==> src/rtl/trans_layer_pkg.sv <==
// rtl/trans_layer_pkg.sv - shared state encoding, lane count and default widths for the lane reader
package trans_layer_pkg;

    localparam int NUM_LANES     = 4;
    localparam int LANE_W        = 2;
    localparam int DEF_DATA_SIZE = 12;
    localparam int DEF_CONT_SIZE = 5;

    typedef enum logic [1:0] {
        ST_RESET  = 2'd0,
        ST_INIT   = 2'd1,
        ST_ACTIVE = 2'd2
    } state_t;

endpackage

==> src/rtl/rr_arbiter4.sv <==
// rtl/rr_arbiter4.sv - four-way round-robin grant, search starts one past the last granted lane
module rr_arbiter4
    import trans_layer_pkg::*;
(
    input  logic [NUM_LANES-1:0] request,
    input  logic [LANE_W-1:0]    pointer,
    output logic [NUM_LANES-1:0] grant
);

    logic [LANE_W-1:0] lane;
    logic              found;

    // The 2-bit lane index wraps naturally, so i==4 revisits the pointer lane last.
    always_comb begin
        grant = '0;
        found = 1'b0;
        lane  = '0;
        for (int i = 1; i <= NUM_LANES; i++) begin
            lane = pointer + LANE_W'(i);
            if (!found && request[lane]) begin
                grant[lane] = 1'b1;
                found       = 1'b1;
            end
        end
    end

endmodule

==> src/rtl/trans_layer_reader.sv <==
// rtl/trans_layer_reader.sv - merges four FWFT lane FIFOs into one stream with per-lane word counters
module trans_layer_reader
    import trans_layer_pkg::*;
#(
    parameter int DATA_SIZE = DEF_DATA_SIZE,
    parameter int CONT_SIZE = DEF_CONT_SIZE
) (
    input  logic                 clk,
    input  logic                 reset,
    input  logic                 init,
    input  logic [DATA_SIZE-1:0] data_in0,
    input  logic [DATA_SIZE-1:0] data_in1,
    input  logic [DATA_SIZE-1:0] data_in2,
    input  logic [DATA_SIZE-1:0] data_in3,
    input  logic [NUM_LANES-1:0] empty,
    output logic                 pop0,
    output logic                 pop1,
    output logic                 pop2,
    output logic                 pop3,
    output logic [DATA_SIZE-1:0] data_out,
    output logic                 valid_out,
    input  logic                 ready,
    input  logic                 req,
    input  logic [2:0]           idx,
    output logic [CONT_SIZE-1:0] data_out_cont,
    output logic                 valid_cont,
    output logic                 idle
);

    state_t                state, state_nxt;
    logic                  pop_en;
    logic [NUM_LANES-1:0]  grant;
    logic [LANE_W-1:0]     ptr;
    logic [LANE_W-1:0]     grant_idx;
    logic [DATA_SIZE-1:0]  lane_data [NUM_LANES];
    logic [DATA_SIZE-1:0]  sel_data;
    logic [CONT_SIZE-1:0]  cnt [NUM_LANES];

    assign lane_data[0] = data_in0;
    assign lane_data[1] = data_in1;
    assign lane_data[2] = data_in2;
    assign lane_data[3] = data_in3;

    always_ff @(posedge clk or posedge reset) begin
        if (reset) state <= ST_RESET;
        else       state <= state_nxt;
    end

    always_comb begin
        state_nxt = state;
        pop_en    = 1'b0;
        idle      = 1'b0;
        case (state)
            ST_RESET:  state_nxt = init ? ST_INIT : ST_ACTIVE;
            ST_INIT:   if (!init) state_nxt = ST_ACTIVE;
            ST_ACTIVE: begin
                if (init) state_nxt = ST_INIT;
                pop_en = !valid_out || ready;
                idle   = (&empty) && !valid_out;
            end
            default:   state_nxt = ST_RESET;
        endcase
    end

    rr_arbiter4 u_arb (
        .request (~empty & {NUM_LANES{pop_en}}),
        .pointer (ptr),
        .grant   (grant)
    );

    assign pop0 = grant[0];
    assign pop1 = grant[1];
    assign pop2 = grant[2];
    assign pop3 = grant[3];

    always_comb begin
        grant_idx = '0;
        for (int k = 0; k < NUM_LANES; k++) begin
            if (grant[k]) grant_idx = LANE_W'(k);
        end
        sel_data = lane_data[grant_idx];
    end

    // Counter readout samples the pre-pop value because both use the same edge.
    always_ff @(posedge clk or posedge reset) begin
        if (reset) begin
            data_out      <= '0;
            valid_out     <= 1'b0;
            ptr           <= LANE_W'(NUM_LANES - 1);
            data_out_cont <= '0;
            valid_cont    <= 1'b0;
            for (int k = 0; k < NUM_LANES; k++) cnt[k] <= '0;
        end else begin
            if (state == ST_INIT) begin
                valid_out <= 1'b0;
                for (int k = 0; k < NUM_LANES; k++) cnt[k] <= '0;
            end else if (|grant) begin
                data_out       <= sel_data;
                valid_out      <= 1'b1;
                ptr            <= grant_idx;
                cnt[grant_idx] <= cnt[grant_idx] + CONT_SIZE'(1);
            end else if (ready) begin
                valid_out <= 1'b0;
            end

            if (state == ST_ACTIVE && req && !idx[2]) begin
                data_out_cont <= cnt[idx[1:0]];
                valid_cont    <= 1'b1;
            end else begin
                data_out_cont <= '0;
                valid_cont    <= 1'b0;
            end
        end
    end

endmodule

==> config.mk <==
export PLATFORM = sky130hd
export DESIGN_NAME = trans_layer_reader
export DESIGN_NICKNAME = d
export VERILOG_FILES = /design/src/rtl/trans_layer_pkg.sv /design/src/rtl/rr_arbiter4.sv /design/src/rtl/trans_layer_reader.sv
export SDC_FILE = /design/constraint.sdc
export NUM_CORES = 1
export LEC_CHECK = 0
export ABC_AREA = 1
export CORE_UTILIZATION = 43
export DETAILED_ROUTE_END_ITERATION = 8
export GPL_TIMING_DRIVEN = 0
export PLACE_DENSITY = 0.76
export SYNTH_ARGS = -nofsm -noshare
export SYNTH_HDL_FRONTEND = slang
export SYNTH_SLANG_ARGS = --single-unit
==> constraint.sdc <==
create_clock -name clk -period 2.85 [get_ports clk]
set_input_delay 0.285 -clock clk [delete_from_list [all_inputs] [get_ports clk]]
set_output_delay 0.285 -clock clk [all_outputs]
set_load 0.05 [all_outputs]
# After elaboration in Yosys (flattened, before gate mapping)
# Cells that the tools add are included.
# totals
ff_bits	43
latchBits	0
ramBits	0
mem_bits_ro	0
input_bits	60
out_inout_bits	24
word_cells	112
memories	0
# classes
n_addsub	4
n_mul	0
div	0
order_cmp	11
eq_ne	4
shifts	0
mux	51
bitwise	8
n_reduce_logical	24
# ops
operator	count
$mux 20	2
$mux 5	6
$bmux 12 s2	1
$mux 12	2
$bmux 5 s2	2
$bwmux 20	1
$mux 1	18
$mux 4	4
$lt 2x3->1 const B	4
$or 4x4->4	3
$logic_and 1x1->1	11
$demux 5 s2	1
$mux 2	5
$bmux 1 s2	4
$demux 1 s2	4
$ge 2x1->1 const B	4
$ge 3x3->1 const B	2
$not 2->3	2
$pmux 2 s3	1
$add 5x1->5 const B	1
$logic_not 1->1	5
$add 2x2->2 const B	2
$and 4x4->4	1
$ne 2x2->1 const B	2
13 further kinds	14

# Depth between registers and ports, before layout
# Gate-level depths: netlist (run 1).
# depth
ltp_word	27
ltp_mapped	24
depth_no_buf	24

# Modules after synthesis
# A second synthesis (run 1) with hierarchy kept.
# hier_totals
cells_unflattened	396
hier_area_um2	2946.6
# modules_own_cells
mod	n_inst	cells_per_inst	area_each_um2	seq_area_each_um2
trans_layer_reader	1	321	2524.9	1078.5
rr_arbiter4	1	75	421.7	0.0

# Worst setup path after synthesis (run 1)
# Ideal clock, no wire load.
# synth_path
kind	flip-flop to flip-flop
from	register ptr[0]
to	register cnt[16] (netlist bit)
setup_ns	0.131
arrival_ns	2.997
required_time_ns	2.719
path_slack_ns	-0.278
stages_incl_launch_ff	14
n_path_buf	0
period_less_slack_ns	3.128
path_cell_list	dfstp_2 > inv_2 > ha_1 > inv_1 > nand3_2 > nand2_2 > nor2_4 > nand2_1 > o2111ai_1 > nand2_1 > nand2_1 > inv_1 > nand2_1 > o21ai_0
# synth_between
word_cells_on_any_way	65
cone_classes	add/sub: 4; order compare: 10; mux: 34; bitwise: 4; reduce/logical: 13
# synth_lines
element	line_no	source
from (decl)	trans_layer_reader.sv:33	logic [LANE_W-1:0] ptr;
from (signal assigned)	trans_layer_reader.sv:89	ptr <= LANE_W'(NUM_LANES - 1);
from (signal assigned)	trans_layer_reader.sv:100	ptr <= grant_idx;
branches (longest 12 deep; another with $lt 2x3->1)	-	
$mux 4 (*)	rr_arbiter4.sv:20	if (!found && request[lane]) begin
net pop0	trans_layer_reader.sv:16	output logic pop0,
$reduce_or 4->1 (*)	trans_layer_reader.sv:97	end else if (|grant) begin
$reduce_bool 2->1 (no source line) (*)	-	
to (signal, indexed assignment)	trans_layer_reader.sv:101	cnt[grant_idx] <= cnt[grant_idx] + CONT_SIZE'(1);
to (decl)	trans_layer_reader.sv:37	logic [CONT_SIZE-1:0] cnt [NUM_LANES];
# Mark *: on every way through the listed nets, which the timed path passes. The select of a mux whose other input is x is not followed.
# A chain may end at the register's enable or synchronous reset.

# Final worst setup path (run 1)
# layout_path
from	register ptr[0]
to	register cnt[9] (netlist bit)
# layout_between
elab_chain_cells	24
word_cells_on_any_way	65
cone_classes	add/sub: 4; order compare: 10; mux: 34; bitwise: 4; reduce/logical: 13
# layout_lines
element	line_no	source
branches (longest 12 deep; another with $lt 2x3->1)	-	
$mux 4 (*)	rr_arbiter4.sv:20	
$mux 1	trans_layer_reader.sv:79	if (grant[k]) grant_idx = LANE_W'(k);
$mux 2 (2 in a row)	trans_layer_reader.sv:79	
$not 2->3 (implied by the code)	trans_layer_reader.sv:101	
$bmux 5 s2 (tied with other cells)	trans_layer_reader.sv:101	
$mux 5 (implied by the code) / $logic_and 1x1->1 (equally long branches)	trans_layer_reader.sv:101	
$mux 5 (implied by the code)	trans_layer_reader.sv:101	
$add 5x1->5 / $demux 5 s2 (equally long branches)	trans_layer_reader.sv:101	
$bwmux 20	trans_layer_reader.sv:101	
$mux 20	trans_layer_reader.sv:97	
$mux 20	trans_layer_reader.sv:94	if (state == ST_INIT) begin
# Every way passes the cells marked *. The select of a mux whose other input is x is not followed.

==> results.cfg, run 1 <==
[run_status]
status = finished, violations left
failing_checks = design-rule violations, negative setup slack

[global_route]
largest_net_degree_at_the_start_of_global_routing = 37
first_global_vias = 2973
grt_first_pass_wirelength_mm = 13.9
grt.overflow.total = 0
grt_util_all_layers_pct = 24.6
antenna_found_initial = 0

[route]
route.detailed.vias_per_inst = 5.50
detail-route-antenna-nets = 0
firstDrtPassIters = 7
num_vias = 3161
wire_per_inst_um = 15.9
total_wire_length_mm = 9.13
drt_iter0_markers = 337
drt_drc_violations_left = 6

[synth]
mux_contribution_to_synthesized_area_pct = 0
post_synth.cell_area_avg_um2 = 7.54
synth_xor_area_share_pct = 0.564
synth-simple-area-share_pct = 32.2
syn_area_um2 = 2890
synthTopCellsByArea = sky130_fd_sc_hd__dfrtp_1 (36%), sky130_fd_sc_hd__nand2_1 (14%), sky130_fd_sc_hd__inv_1 (5.6%), sky130_fd_sc_hd__nand3_1 (5.4%), sky130_fd_sc_hd__o21ai_0 (4.3%)
synth.lib_cells_used.distinct = 36
yosysTopAreaCellShare_pct = 35.5
synth_most_common_cell = sky130_fd_sc_hd__nand2_1
yosysTopAreaCell = sky130_fd_sc_hd__dfrtp_1
synth_edf_count = 0
async_reset_ff_share_pct = 100
ys_ff_latch = 43
seq_area_frac_synth_pct = 37.4
netlist_top_cells_count = sky130_fd_sc_hd__nand2_1 (106), sky130_fd_sc_hd__inv_1 (43), sky130_fd_sc_hd__dfrtp_1 (41), sky130_fd_sc_hd__nand3_1 (31), sky130_fd_sc_hd__o21ai_0 (25)
synth_fa_ha_area_share_pct = 3.90
synth_compound_area_share_pct = 17.0
synth_cells = 383
synth.yosys.warnings = 0
syn_nets = 452
combinational_family_with_the_most_area_after_synthesis = simple AND/OR/NAND/NOR gates
synth-main-ff-cell = sky130_fd_sc_hd__dfrtp_1

[timing]
tightest_slew_ps = 525
fin_crit_ps = 2940
final_worst_setup_slack_ps = -91.6
max_freq_mhz = 340
hold_viol = 0
final.setup_skew_ps = 9.74
final.setup.tns_ps = -773
finalSetupViolations = 13
final-max-slew-violation-count = 0
fin_worst_hold_slack_ps = 213
timing.slew.headroom_pct = 64.9
period_utilization_post_route_pct = 103
setup_repair_after_global_routing_missed_its_margin = true

[layout]
nets = 566
multiInputGateArea_um2 = 1760
layout_cell_share_with_drive_strength_beyond_1_pct = 24.7
design_area_um2 = 4340
sequential_cell_area_um2 = 1080
final.fill_count = 546
area_delta_synth_final_pct = 50.3
num_antenna_cells = 0

[clock_network]
clock-sinks = 43
tritoncts = yes
clk_root_buffer_cell = sky130_fd_sc_hd__clkbuf_8
cts_inserted_buffers = 5
clock_insertion_delay_worst_skew_ps = 300
ctsLongestPathBuffers = 2
cts-htree-levels = 2
cts.clk_slew.worst_paths_ps = 90

[critical_path]
setup.worst_path.end_class = flop
start_kind = flop
critical_path_required_ps = 3060
startpoint = ptr[0]
reg2reg_from = ptr[0]
crit_type = flop to flop
worstPathArrival_ps = 3150
worst-path-max-fanout = 8

[placed_design]
dpl_cell_area_um2 = 3870
dpl_worst_slack_ps = -390
buffer_ports.inserted = 83
detailed_place_hpwl_mm = 6.27
gp_congestion = 0.883

[die]
core_area_um2 = 6420
die_w_um = 83.9
core.rowCount = 29
start_util_pct = 44.9
die-area_um2 = 7040
ports = 84
chipHeight_um = 83.9

[flow_run]
max-cap-violations = 0

[hold_path]
worst_hold_path_type = primary input to async pin
==> logic make-up after synthesis <==
kind of cell | after synthesis
adders and majority gates | 9
DFF | 43
and+or+nand+nor | 194
AOI/OAI and AO/OA | 75
buffers and inverters | 61
xor gates and xnor gates | 1
==> final cells by class <==
| type | instances | share of cell area (%) |
|---|---|---|
| timing repair buffer | 107 | 23.6 |
| inverter | 52 | 4.99 |
| sequential | 43 | 24.9 |
| clock inverter | 1 | 0.115 |
| tap | 77 | 2.22 |
| multi-input combinational | 279 | 40.5 |
| clock buffer | 7 | 1.99 |
| buffer | 9 | 1.70 |
==> sequential cells by signal (all words and copies together) (netlist names) <==
register and flops:
valid_cont 1, data_out 12, valid_out 1, cnt 20, state 2, data_out_cont 5
ptr 2
==> layout by cell type, fill, tap and decap left out, drive strengths merged, types with 2 or more instances in the layout <==
| cell type | n |
|---|---|
| nand4 | 7 |
| o21bai | 2 |
| nor3 | 2 |
| dfstp | 2 |
| nand3 | 39 |
| clkinv | 3 |
| clkdlybuf4s50 | 79 |
| o22ai | 8 |
| nand2 | 120 |
| clkbuf | 9 |
| a41oi | 8 |
| nor2 | 25 |
| o21ai | 27 |
| dfrtp | 41 |
| a31oi | 4 |
| buf | 33 |
| inv | 49 |
| ha | 9 |
| a21oi | 23 |
==> stage by stage <==
stage / util [%] / std cells
finish: 67.5 / 575
global route: 67.5 / 575
CTS: 62.8 / 558
detailed placement: 60.3 / 544
global placement: 60.0 / 543
floorplan: - / 383
==> critical path, stage by stage (launching register included) <==
cell and delay [ps]:
sky130_fd_sc_hd__dfstp_2 570, sky130_fd_sc_hd__clkinv_4 100, sky130_fd_sc_hd__ha_4 310, sky130_fd_sc_hd__inv_4 40, sky130_fd_sc_hd__nand3_2 80, sky130_fd_sc_hd__nand2_4 80, sky130_fd_sc_hd__nor2_4 260, sky130_fd_sc_hd__nand3_2 140
sky130_fd_sc_hd__nand3_4 130, sky130_fd_sc_hd__clkinvlp_4 160, sky130_fd_sc_hd__nand2_4 120, sky130_fd_sc_hd__nand2_2 50, sky130_fd_sc_hd__nand2_2 60, sky130_fd_sc_hd__nand2_2 60, sky130_fd_sc_hd__inv_2 80, sky130_fd_sc_hd__ha_4 170
sky130_fd_sc_hd__nand3_4 100, sky130_fd_sc_hd__nor2_4 140, sky130_fd_sc_hd__nand2_4 80, sky130_fd_sc_hd__nand3_2 80, sky130_fd_sc_hd__nand2_1 50
==> what timing repair did <==
item | 4_1_cts | 5_1_grt
cloned | 0 | 0
pin swaps | 5 | 21
resized for setup | 16 | 60
setup buffers | 6 | 17
hold buffers | 0 | 0
hold endpoints to repair | 0 | 0
setup endpoints to repair | 17 | 20
==> metal layers <==
metal / vias up / part of all wire, % / track usage [%]
li1: 1491 / - / -
met1: 1501 / 42 / 31.7
met2: 150 / 50 / 41.5
met3: 19 / 6.8 / 5.14
met4: 0 / 1.6 / 7.05
met5: - / 0 / 0
==> worst paths after layout <==
check                                   end  slack [ps]  cells past startpoint
worst max-delay path                 cnt[9]         -90                     20
worst min-delay path            data_out[4]         210                      2
worst max register to register       cnt[9]         -90                     20
worst min register to register       cnt[9]         490                      2
max in group asynchronous            ptr[1]        2120                      3
min in group clk                     cnt[9]         490                      2
Power of run 1 is not shown: default switching activity piles up to over one toggle a cycle in this logic, so the estimate is an artifact.
==> run 2: changes to the inputs <==
Settings changed: CORE_UTILIZATION 43 to 46, PLACE_DENSITY 0.76 to 0.78.
Clock period 2.85 ns to 3.29 ns, I/O delays scaled along.
==> run 2 against run 1 <==
Compared with the run above:
- the flow now finishes without violations
- wire length is 9.8% lower
- setup slack better by 160 ps
- utilization hardly changed
- hold slack worse by 22 ps
==> results.cfg, run 2 (synthesis gave the netlist of run 1 again) <==
[layout]
layout.cells.most_common_list = sky130_fd_sc_hd__nand2_1 (106), sky130_fd_sc_hd__clkdlybuf4s50_1 (79), sky130_fd_sc_hd__dfrtp_1 (41)
area_delta_synth_final_pct = 40.2
mostFrequentLayoutCell = sky130_fd_sc_hd__nand2_1
nets = 555
design_area_um2 = 4050
layout_cell_share_with_drive_strength_beyond_1_pct = 16.6
num_antenna_cells = 0
layoutNonFillerInstCount = 562
registers.top_by_ff_count = cnt
flip_flop_count_of_the_largest_register_all_copies_and_words_added = 20
reg.largest.list = cnt (20), data_out (12), data_out_cont (5)

[route]
drt_iter0_markers = 190
firstDrtPassIters = 6
wire_per_inst_um = 14.6
detail-route-antenna-nets = 0
route.detailed.vias_per_inst = 5.32
total_wire_length_mm = 8.23
drt_drc_violations_left = 0
num_vias = 2989

[timing]
hold_viol = 0
finalSetupViolations = 0
setup_repair_after_global_routing_missed_its_margin = true
final.setup.tns_ps = 0
final-max-slew-violation-count = 0
final.setup_skew_ps = 3.88
tightest_slew_ps = 531
max_freq_mhz = 311
period_utilization_post_route_pct = 97.8
timing.slew.headroom_pct = 64.5
fin_worst_hold_slack_ps = 191
fin_crit_ps = 3220

[critical_path]
crit_type = flop to output port
critical_path_required_ps = 2960
worst-path-max-fanout = 8
setup.worst_path.end_class = output port
worstPathArrival_ps = 2890
start_kind = flop

[global_route]
largest_net_degree_at_the_start_of_global_routing = 42
grt_first_pass_wirelength_mm = 13.2
grt_util_all_layers_pct = 26.4
grt.overflow.total = 0
first_global_vias = 2824
antenna_found_initial = 0

[clock_network]
cts-hold-fix-buffers = 0
cts-htree-levels = 2
cts_inserted_buffers = 5
cts.clk_slew.worst_paths_ps = 90
tritoncts = yes
clk_root_buffer_cell = sky130_fd_sc_hd__clkbuf_8
clock_insertion_delay_worst_skew_ps = 310
ctsLongestPathBuffers = 2
clock-sinks = 43

[run_status]
status = finished, final reports clean

[die]
die-area_um2 = 6600
chipHeight_um = 81.2
core.rowCount = 28
die_w_um = 81.2
ports = 84
start_util_pct = 48.2
core_area_um2 = 5990

[placed_design]
buffer_ports.inserted = 83
detailed_place_hpwl_mm = 6.08
gp_congestion = 0.877
dpl_cell_area_um2 = 3830
post-place-cells = 542

[flow_run]
max-cap-violations = 0

[hold_path]
worst_hold_path_type = primary input to async pin
run 2: cell types whose count changed in the layout (fill, tap and decap cells not counted), moves of 4 or more:
| cell | previous run | this run |
|---|---|---|
| sky130_fd_sc_hd__nand3_2 | 16 | 7 |
| sky130_fd_sc_hd__nand3_1 | 17 | 31 |
| sky130_fd_sc_hd__nand2_4 | 5 | 1 |
| sky130_fd_sc_hd__buf_4 | 25 | 13 |
| sky130_fd_sc_hd__nand3_4 | 6 | 1 |
| sky130_fd_sc_hd__nand2_2 | 18 | 13 |
| sky130_fd_sc_hd__nand2_1 | 97 | 106 |
run 2: layer usage:
layer	share of wire, %	wire length (µm)	vias up	global-route usage, %
met1	44	3600	1385	33.8
li1	-	-	1475	-
met3	7.5	618	12	7.08
met2	47	3900	117	44.7
met5	0	0	-	0
met4	1.4	112	0	5.00
run 2: area by class of cell:
class | count | area (µm²)
Clock inverter | 3 | 23.8
Multi-Input combinational cell | 279 | 1580
Buffer | 9 | 67.6
Inverter | 52 | 203
Timing Repair Buffer | 96 | 933
Tap cell | 75 | 93.8
Clock buffer | 5 | 68.8
Fill cell | 505 | 1940
Sequential cell | 43 | 1080
run 2: critical path: stages, from the launching register on:
cell                              delay, ps
sky130_fd_sc_hd__dfstp_2                590
sky130_fd_sc_hd__clkinvlp_4             160
sky130_fd_sc_hd__ha_4                   310
sky130_fd_sc_hd__inv_1                   60
sky130_fd_sc_hd__nand3_2                 70
sky130_fd_sc_hd__nand2_2                100
sky130_fd_sc_hd__nor2_4                 180
sky130_fd_sc_hd__buf_4                  140
sky130_fd_sc_hd__nand2_1                 60
sky130_fd_sc_hd__o2111ai_1              320
sky130_fd_sc_hd__clkdlybuf4s15_1        580
run 2: worst paths after layout:
| path | startpoint | endpoint | slack [ps] | depth (start not counted) |
|---|---|---|---|---|
| max in group asynchronous | reset | ptr[1] | 2640 | 3 |
| worst min-delay path | reset | state[1] | 190 | 2 |
| worst max-delay path | ptr[1] | pop0 | 70 | 10 |
| worst max register to register | ptr[1] | cnt[9] | 90 | 20 |
| min in group clk | cnt[19] | cnt[19] | 490 | 2 |
| worst min register to register | cnt[19] | cnt[19] | 490 | 2 |
run 2: stage by stage:
stage          worst slack, ps  utilization, %
2_1_floorplan              162               -
3_3_place_gp             -44.1            63.6
3_5_place_dp              -107            64.0
4_1_cts                   13.0            65.6
5_1_grt                  -52.0            67.6
6_report                  70.9            67.6
run 2: repair_timing:
item | CTS | global route
buffers inserted | 1 | 11
setup endpoints to repair | 9 | 14
gates resized for setup | 7 | 9
pin swaps | 0 | 1
Power of run 2 is left out for the same reason.
